`config.mk`:
```
export PLATFORM = sky130hd
export DESIGN_NAME = mem_stage_lsu
export DESIGN_NICKNAME = d
export VERILOG_FILES = /design/src/rtl/rv32i_types.sv /design/src/rtl/lsu_load_align.sv /design/src/rtl/mem_stage_lsu.sv
export SDC_FILE = /design/constraint.sdc
export NUM_CORES = 1
export LEC_CHECK = 0
export BUFFER_PORTS_ARGS = -buffer_cell sky130_fd_sc_hd__buf_2
export CAP_MARGIN = 20
export CELL_PAD_IN_SITES_DETAIL_PLACEMENT = 1
export CELL_PAD_IN_SITES_GLOBAL_PLACEMENT = 1
export CORE_MARGIN = 5
export CORE_UTILIZATION = 36
export CTS_CLUSTER_DIAMETER = 60
export CTS_CLUSTER_SIZE = 12
export DETAILED_ROUTE_END_ITERATION = 12
export PLACE_DENSITY_LB_ADDON = 0.1
export RECOVER_POWER = 25
export SYNTH_ARGS = -nofsm -noshare
export SYNTH_HDL_FRONTEND = slang
export SYNTH_SLANG_ARGS = --single-unit
```
`constraint.sdc`:
```
create_clock -name clk -period 4.3 [get_ports clk]
set_input_delay 0.43 -clock clk [delete_from_list [all_inputs] [get_ports clk]]
set_output_delay 0.43 -clock clk [all_outputs]
set_load 0.05 [all_outputs]
```
`src/rtl/rv32i_types.sv`:
```
// Shared RV32I pipeline types: control/data words seen by the MEM stage,
// LSU state encoding and access-size decode.
package rv32i_types;

    localparam int unsigned XLEN  = 32;
    localparam int unsigned MBE_W = XLEN / 8;

    localparam logic [2:0] F3_B  = 3'b000;
    localparam logic [2:0] F3_H  = 3'b001;
    localparam logic [2:0] F3_W  = 3'b010;
    localparam logic [2:0] F3_BU = 3'b100;
    localparam logic [2:0] F3_HU = 3'b101;

    typedef struct packed {
        logic       dmem_read;
        logic       dmem_write;
        logic [2:0] funct3;
    } rv32i_control_word;

    typedef struct packed {
        logic [XLEN-1:0] alu_out;
        logic [XLEN-1:0] rs2_out;
    } rv32i_data_word;

    typedef enum logic [1:0] {
        IDLE = 2'd0,
        BUSY = 2'd1,
        HOLD = 2'd2
    } lsu_state_t;

    typedef enum logic [1:0] {
        SZ_BYTE = 2'd0,
        SZ_HALF = 2'd1,
        SZ_WORD = 2'd2
    } acc_size_t;

    // Access width from funct3; anything not a legal byte/half encoding is a word.
    function automatic acc_size_t acc_size(input logic [2:0] funct3, input logic is_store);
        acc_size_t sz;
        sz = SZ_WORD;
        if (funct3 == F3_B || (!is_store && funct3 == F3_BU))
            sz = SZ_BYTE;
        else if (funct3 == F3_H || (!is_store && funct3 == F3_HU))
            sz = SZ_HALF;
        return sz;
    endfunction

endpackage

```
`src/rtl/lsu_load_align.sv`:
```
// Load formatter: selects the byte/half lane from a read word and extends it.
module lsu_load_align
    import rv32i_types::*;
(
    input  logic [XLEN-1:0] i_rdata,
    input  logic [2:0]      i_funct3,
    input  logic [1:0]      i_off,
    output logic [XLEN-1:0] o_data
);

    logic [7:0]  w_byte;
    logic [15:0] w_half;

    assign w_byte = i_rdata[{i_off, 3'b000} +: 8];
    assign w_half = i_off[1] ? i_rdata[31:16] : i_rdata[15:0];

    // Extend the selected lane; unknown funct3 passes the full word.
    always_comb begin
        o_data = i_rdata;
        case (i_funct3)
            F3_B:    o_data = {{24{w_byte[7]}}, w_byte};
            F3_BU:   o_data = {24'b0, w_byte};
            F3_H:    o_data = {{16{w_half[15]}}, w_half};
            F3_HU:   o_data = {16'b0, w_half};
            default: o_data = i_rdata;
        endcase
    end

endmodule

```
`src/rtl/mem_stage_lsu.sv`:
```
// MEM-stage load/store unit: issues one data-memory request per op, stalls
// until the response, then holds the formatted result until advance.
// Optional: define LSU_MISALIGN_CHECK_EN to trap misaligned half/word accesses.
module mem_stage_lsu
    import rv32i_types::*;
(
    input  logic              clk,
    input  logic              rst,
    input  logic              valid_i,
    input  rv32i_control_word ctrl_i,
    input  rv32i_data_word    data_i,
    input  logic              advance_i,
    output logic              stall_o,
    output logic [XLEN-1:0]   load_data_o,
    output logic              load_valid_o,
    output logic              misalign_o,
    output logic [XLEN-1:0]   dmem_address,
    output logic              dmem_read,
    output logic              dmem_write,
    output logic [MBE_W-1:0]  dmem_mbe,
    output logic [XLEN-1:0]   dmem_wdata,
    input  logic [XLEN-1:0]   dmem_rdata,
    input  logic              dmem_resp
);

    lsu_state_t       r_state;
    logic [XLEN-1:0]  r_addr;
    logic [MBE_W-1:0] r_mbe;
    logic [XLEN-1:0]  r_wdata;
    logic [2:0]       r_funct3;
    logic [1:0]       r_off;
    logic             r_is_load;
    logic             r_dmem_read;
    logic             r_dmem_write;
    logic [XLEN-1:0]  r_load_data;
    logic             r_load_valid;

    logic             w_is_write;
    logic             w_is_read;
    logic             w_start;
    logic [1:0]       w_off;
    acc_size_t        w_size;
    logic [MBE_W-1:0] w_mbe;
    logic [XLEN-1:0]  w_wdata;
    logic [XLEN-1:0]  w_load_fmt;

    // Write wins when decode asserts both.
    assign w_is_write = ctrl_i.dmem_write;
    assign w_is_read  = ctrl_i.dmem_read & ~ctrl_i.dmem_write;
    assign w_start    = (r_state == IDLE) & valid_i & (w_is_read | w_is_write);
    assign w_off      = data_i.alu_out[1:0];
    assign w_size     = acc_size(ctrl_i.funct3, w_is_write);

    // Byte enables and lane-replicated store data for the incoming op.
    always_comb begin
        w_mbe   = 4'b1111;
        w_wdata = data_i.rs2_out;
        case (w_size)
            SZ_BYTE: begin
                w_mbe   = 4'(4'b0001 << w_off);
                w_wdata = {4{data_i.rs2_out[7:0]}};
            end
            SZ_HALF: begin
                w_mbe   = 4'(4'b0011 << {w_off[1], 1'b0});
                w_wdata = {2{data_i.rs2_out[15:0]}};
            end
            default: ;
        endcase
    end

    lsu_load_align u_load_align (
        .i_rdata  (dmem_rdata),
        .i_funct3 (r_funct3),
        .i_off    (r_off),
        .o_data   (w_load_fmt)
    );

`ifdef LSU_MISALIGN_CHECK_EN
    logic w_misalign;
    logic r_misalign;
    assign w_misalign = ((w_size == SZ_HALF) & w_off[0]) |
                        ((w_size == SZ_WORD) & (w_off != 2'b00));
    assign misalign_o = r_misalign;
`else
    assign misalign_o = 1'b0;
`endif

    // LSU FSM with request and result registers.
    always_ff @(posedge clk or posedge rst) begin
        if (rst) begin
            r_state      <= IDLE;
            r_addr       <= '0;
            r_mbe        <= '0;
            r_wdata      <= '0;
            r_funct3     <= '0;
            r_off        <= '0;
            r_is_load    <= 1'b0;
            r_dmem_read  <= 1'b0;
            r_dmem_write <= 1'b0;
            r_load_data  <= '0;
            r_load_valid <= 1'b0;
`ifdef LSU_MISALIGN_CHECK_EN
            r_misalign   <= 1'b0;
`endif
        end else begin
            case (r_state)
                IDLE: begin
                    if (w_start) begin
                        r_addr    <= {data_i.alu_out[XLEN-1:2], 2'b00};
                        r_mbe     <= w_mbe;
                        r_wdata   <= w_wdata;
                        r_funct3  <= ctrl_i.funct3;
                        r_off     <= w_off;
                        r_is_load <= w_is_read;
`ifdef LSU_MISALIGN_CHECK_EN
                        if (w_misalign) begin
                            r_misalign   <= 1'b1;
                            r_load_data  <= '0;
                            r_load_valid <= w_is_read;
                            r_state      <= HOLD;
                        end else begin
                            r_dmem_read  <= w_is_read;
                            r_dmem_write <= w_is_write;
                            r_state      <= BUSY;
                        end
`else
                        r_dmem_read  <= w_is_read;
                        r_dmem_write <= w_is_write;
                        r_state      <= BUSY;
`endif
                    end
                end
                BUSY: begin
                    if (dmem_resp) begin
                        r_load_data  <= w_load_fmt;
                        r_load_valid <= r_is_load;
                        r_dmem_read  <= 1'b0;
                        r_dmem_write <= 1'b0;
                        r_state      <= HOLD;
                    end
                end
                HOLD: begin
                    if (advance_i) begin
                        r_load_valid <= 1'b0;
`ifdef LSU_MISALIGN_CHECK_EN
                        r_misalign   <= 1'b0;
`endif
                        r_state      <= IDLE;
                    end
                end
                default: r_state <= IDLE;
            endcase
        end
    end

    assign stall_o      = w_start | (r_state == BUSY);
    assign dmem_address = r_addr;
    assign dmem_read    = r_dmem_read;
    assign dmem_write   = r_dmem_write;
    assign dmem_mbe     = r_mbe;
    assign dmem_wdata   = r_wdata;
    assign load_data_o  = r_load_data;
    assign load_valid_o = r_load_valid;

endmodule

```
After elaboration in Yosys (flattened, before gate mapping)
Cells that the tools add are included.
W data, S select, Z words.
{"block": "totals", "reg_bits": 109, "in_bits": 106}
{"block": "classes", "n_eq_ne": 12, "shifts": 3, "muxes": 18, "bitwise": 6, "n_reduce_logical": 16}
{"cell": "$pmux W32 S4", "count": 1}
{"cell": "$pmux W32 S2", "count": 1}
{"cell": "$shiftx A32 B6 Y8", "count": 1}
{"cell": "$mux W16", "count": 1}
{"cell": "$eq A3 B3 Y1 const B", "count": 4}
{"cell": "$mux W2", "count": 5}
{"cell": "$reduce_and A3 Y1", "count": 3}
{"cell": "$pmux W4 S2", "count": 1}
{"cell": "$eq A3 B1 Y1 const B", "count": 2}
{"cell": "$logic_not A3 Y1", "count": 2}
{"cell": "$ne A2 B2 Y1 const B", "count": 3}
{"cell": "$pmux W1 S2", "count": 3}
{"cell": "$pmux W2 S3", "count": 1}
{"cell": "$mux W1", "count": 5}
{"cell": "$eq A2 B1 Y1 const B", "count": 2}
{"cell": "$logic_not A2 Y1", "count": 2}
{"cell": "$reduce_and A2 Y1", "count": 2}
{"cell": "$reduce_bool A2 Y1", "count": 2}
{"cell": "$shl A1 B2 Y4 const A", "count": 1}
{"cell": "$shl A2 B2 Y4 const A", "count": 1}
{"cell": "$and A1 B1 Y1", "count": 3}
{"cell": "$eq A2 B2 Y1 const B", "count": 1}
{"cell": "$logic_and A1 B1 Y1", "count": 2}
{"cell": "$logic_or A1 B1 Y1", "count": 2}
{"cell": "3 further kinds", "count": 4}

Logic depth before layout (Yosys ltp)
{"block": "depth", "depth_word": 7, "mapped_depth": 7, "ltp_nobuf": 4}

Modules after synthesis
From an unflattened synthesis, not the netlist that was laid out.
{"block": "hier_totals", "hier_cells": 434, "hier_area_um2": 5532.8}
{"mod": "mem_stage_lsu", "n_inst": 1, "cells_per_inst": 338, "area_per_inst_um2": 4687.0}
{"mod": "lsu_load_align", "n_inst": 1, "cells_per_inst": 96, "area_per_inst_um2": 845.8}

Worst setup path after synthesis
OpenSTA, ideal clock, no wires.
{"block": "synth_timing", "path_kind": "input -> output", "from": "in ctrl_i[3] (netlist bit)", "to": "out stall_o", "arrival_ns": 1.296, "t_required_ns": 3.870, "path_slack_ns": 2.574, "stages": 2, "n_path_buf": 0, "path_cell_list": "o21ai_1 a21oi_1"}
{"block": "synth_between", "elab_chain_len": 5}
{"element": "from (decl)", "line_no": "mem_stage_lsu.sv:10", "rtl": "input rv32i_control_word ctrl_i,"}
{"element": "$not A1 Y1", "line_no": "mem_stage_lsu.sv:49", "rtl": "assign w_is_read = ctrl_i.dmem_read & ~ctrl_i.dmem_write;"}
{"element": "$and A1 B1 Y1", "line_no": "mem_stage_lsu.sv:49"}
{"element": "$or A1 B1 Y1 (*)", "line_no": "mem_stage_lsu.sv:50", "rtl": "assign w_start = (r_state == IDLE) & valid_i & (w_is_read | w_is_write);"}
{"element": "$and A1 B1 Y1 (*)", "line_no": "mem_stage_lsu.sv:50"}
{"element": "$or A1 B1 Y1 (*)", "line_no": "mem_stage_lsu.sv:156", "rtl": "assign stall_o = w_start | (r_state == BUSY);"}
{"element": "to (decl)", "line_no": "mem_stage_lsu.sv:13", "rtl": "output logic stall_o,"}
Mark *: on every way between the ends. The rest lies on a longest branch, timed or not.

==> flow_summary.ini <==
[status]
status = complete, but fails checks
violations = max-capacitance violations, max-slew violations

[yosys]
synth.cell_area_mm2 = 0.00503
synthCells = 463
synth_area_per_cell_um2 = 10.9
synth_cell_type_count = 41
synth_area_leaders = dfrtp_1 54%, mux2_2 9.2%, nand2_1 4.3%, o21ai_0 3.2%, nor2_1 2.8%
synth_top_area_share = 0.542
ys_ff_latch = 109
ys_seq_area_frac = 0.542
synth_top_area_cell = dfrtp_1
yosysWarnings = 0

[drt]
drt_iter0_drc = 182
wirelength_um = 14800
top_layer = met4
met1_length_um = 6260
via_per_inst = 4.98
wl_met3_um = 1200
drc = 0
ant_nets = 0
vias = 4201
wl_met2_um = 7140
first_pass_iters = 7
wl_per_cell_um = 17.5

[setup_path]
path_cells = clkbuf_1 -> clkinvlp_2 -> clkbuf_2 -> buf_4
slowest_delay_ns = 1.39
cp-end-kind = async pin
cp_max_fo = 70
crit_slowest_cell = clkbuf_2
start_kind = input port
criticalPathCategory = in2async
r2r_cells = 4
required_ns = 4.79
cp.arrival_ns = 2.87
crit_family = buffers and inverters
cp_num_cells = 4
cp.buffers_inverters = 4

[sta]
rsz0062_at_grt = false
timing.hold.ws_ns = 0.0901
fin_crit_sh = 0.553
tightest_slew_ns = 1.80
fin_crit_ns = 2.38
slew_viol_final = 71
maxSlewHeadroom = -0.197
clock-skew-final_ns = 0.00343
fin_tns_setup_ns = 0
hold_viol = 0
finalSetupViolCount = 0
max_freq_mhz = 421

[final_layout]
drive_above_1_share = 0.429
layout_commonest_cell = buf_2
fin_util = 0.468
area_growth_pct = 28.2
final_nets = 761
fin_cells = 843
final_cell_mix = 206 x buf_2, 109 x dfrtp_1, 57 x nand2_1
fin_area_mm2 = 0.00645

[floorplanning]
core_mm2 = 0.0138
num_rows = 43
chipHeight_um = 128
initial_utilization = 0.365
die_w_um = 128
io_pins = 211
dieArea_mm2 = 0.0164

[place]
placed_cell_area_mm2 = 0.00612
dp_hpwl_um = 10900
place.gp.congestion = 0.794
io_buffers = 207
dp.cells = 822

[clocking]
cts_max_path_buffers = 2
cts_resized = 0
clkTransAtPathRegs_ns = 0.07
postCtsSetupRepairBufs = 0
cts_tree = yes
numCtsBuffers = 9
numClockSinks = 109
clkLatencyLatePin_ns = 0.35
ctsHtreeMaxLevel = 3
root_buffer = clkbuf_16
cts_hold_buf = 0

[global_route]
antenna_found_initial = 3
grt_usage = 0.180
overflow = 0
grt_pass1_vias = 4495
grt_max_degree = 107
grt_pass1_wl_um = 23500

[flow_run]
max_cap_viol_count = 1

[power]
cellPowerDensity_mw_per_mm2 = 863
ir_worst_vdd_mv = 0.401
p_leak_nw = 3.12

[worst_hold_path]
hold_class = in2async
==> layout make-up <==
class	instances	area (um^2)
fillers	1632	7320
flip-flops and latches	109	2730
multi-input cells	311	2060
repair buffers	213	1100
clock buffers	14	274
well taps	180	225
inverters	11	42.5
clock inverters	2	16.3
diodes	3	7.51
==> flip-flops by register name, indices dropped and copies added (netlist names) <==
name          count
dmem_mbe          4
r_off             2
dmem_write        1
r_state           2
dmem_read         1
dmem_address     30
r_funct3          3
dmem_wdata       32
load_valid_o      1
load_data_o      32
r_is_load         1
==> stage by stage <==
step                      total power, mW  setup WS [ns]
after floorplan                      4.06          0.996
after global placement               4.74           2.02
after detailed placement             4.80           1.93
after CTS                            5.64           2.29
after global routing                 5.88           1.42
final                                5.57           1.92
==> routing by layer <==
metal	GRT usage	vias to the layer above
met3	0.0550	14
met2	0.288	120
met4	0.0718	0
met1	0.229	2069
met5	0	-
li1	-	1998
==> cell usage after synthesis <==
cell and instances:
o31a_1 1, inv_1 11, buf_4 3, or3_1 2
buf_1 2, nor2_1 38, clkbuf_1 11, nor3_1 1
and2_1 7, a21oi_2 9, and2_2 1, buf_12 1
mux2_1 9, and3b_1 1, a22o_1 4, mux2_2 41
a31o_2 1, a21oi_1 25, nand3_1 2, a21o_1 2
o31ai_1 12, buf_2 11, mux4_2 1, a21oi_4 1
a41oi_1 1, nand2_1 57, buf_6 6, a221oi_1 1
mux2i_1 13, dfrtp_1 109, a211oi_1 7, nor2b_1 4
conb_1 1, nand2b_1 3, a32oi_1 1, o22ai_1 4
nand3b_1 11, a31o_4 1, a222oi_1 5, o21ai_0 32
o21ai_1 10
==> worst reg2reg max path, stage by stage, from the launching register on <==
cell,delay [ns]
dfrtp_1,0.85
mux4_2,0.46
nand2_1,0.11
a31o_4,0.34
a21oi_1,0.13
==> power by group <==
part	leakage, nW	switching, mW	internal [mW]
sequential	1.30	0.282	1.48
clock	0.139	0.375	0.443
combinational	1.68	2.24	0.750
total	3.12	2.90	2.67
==> logic make-up after synthesis <==
family	synth area share
AND/OR/NAND/NOR	0.113
AO/OA/AOI/OAI	0.151
flip-flops	0.542
multiplexers	0.142
buffers and inverters	0.0507
other	0.000745
==> worst paths after layout <==
kind	startpoint	slack [ns]	end
setup / recovery	rst	1.92	dmem_wdata[3]
hold / removal	rst	0.09	dmem_address[17]
setup reg to reg	r_off[1]	2.29	load_data_o[27]
hold reg to reg	dmem_wdata[19]	0.47	dmem_wdata[19]
max in group clk	r_off[1]	2.29	load_data_o[27]
min in group clk	data_i[35]	0.29	dmem_address[3]
No activity file was read; power rests on OpenSTA's default activity.
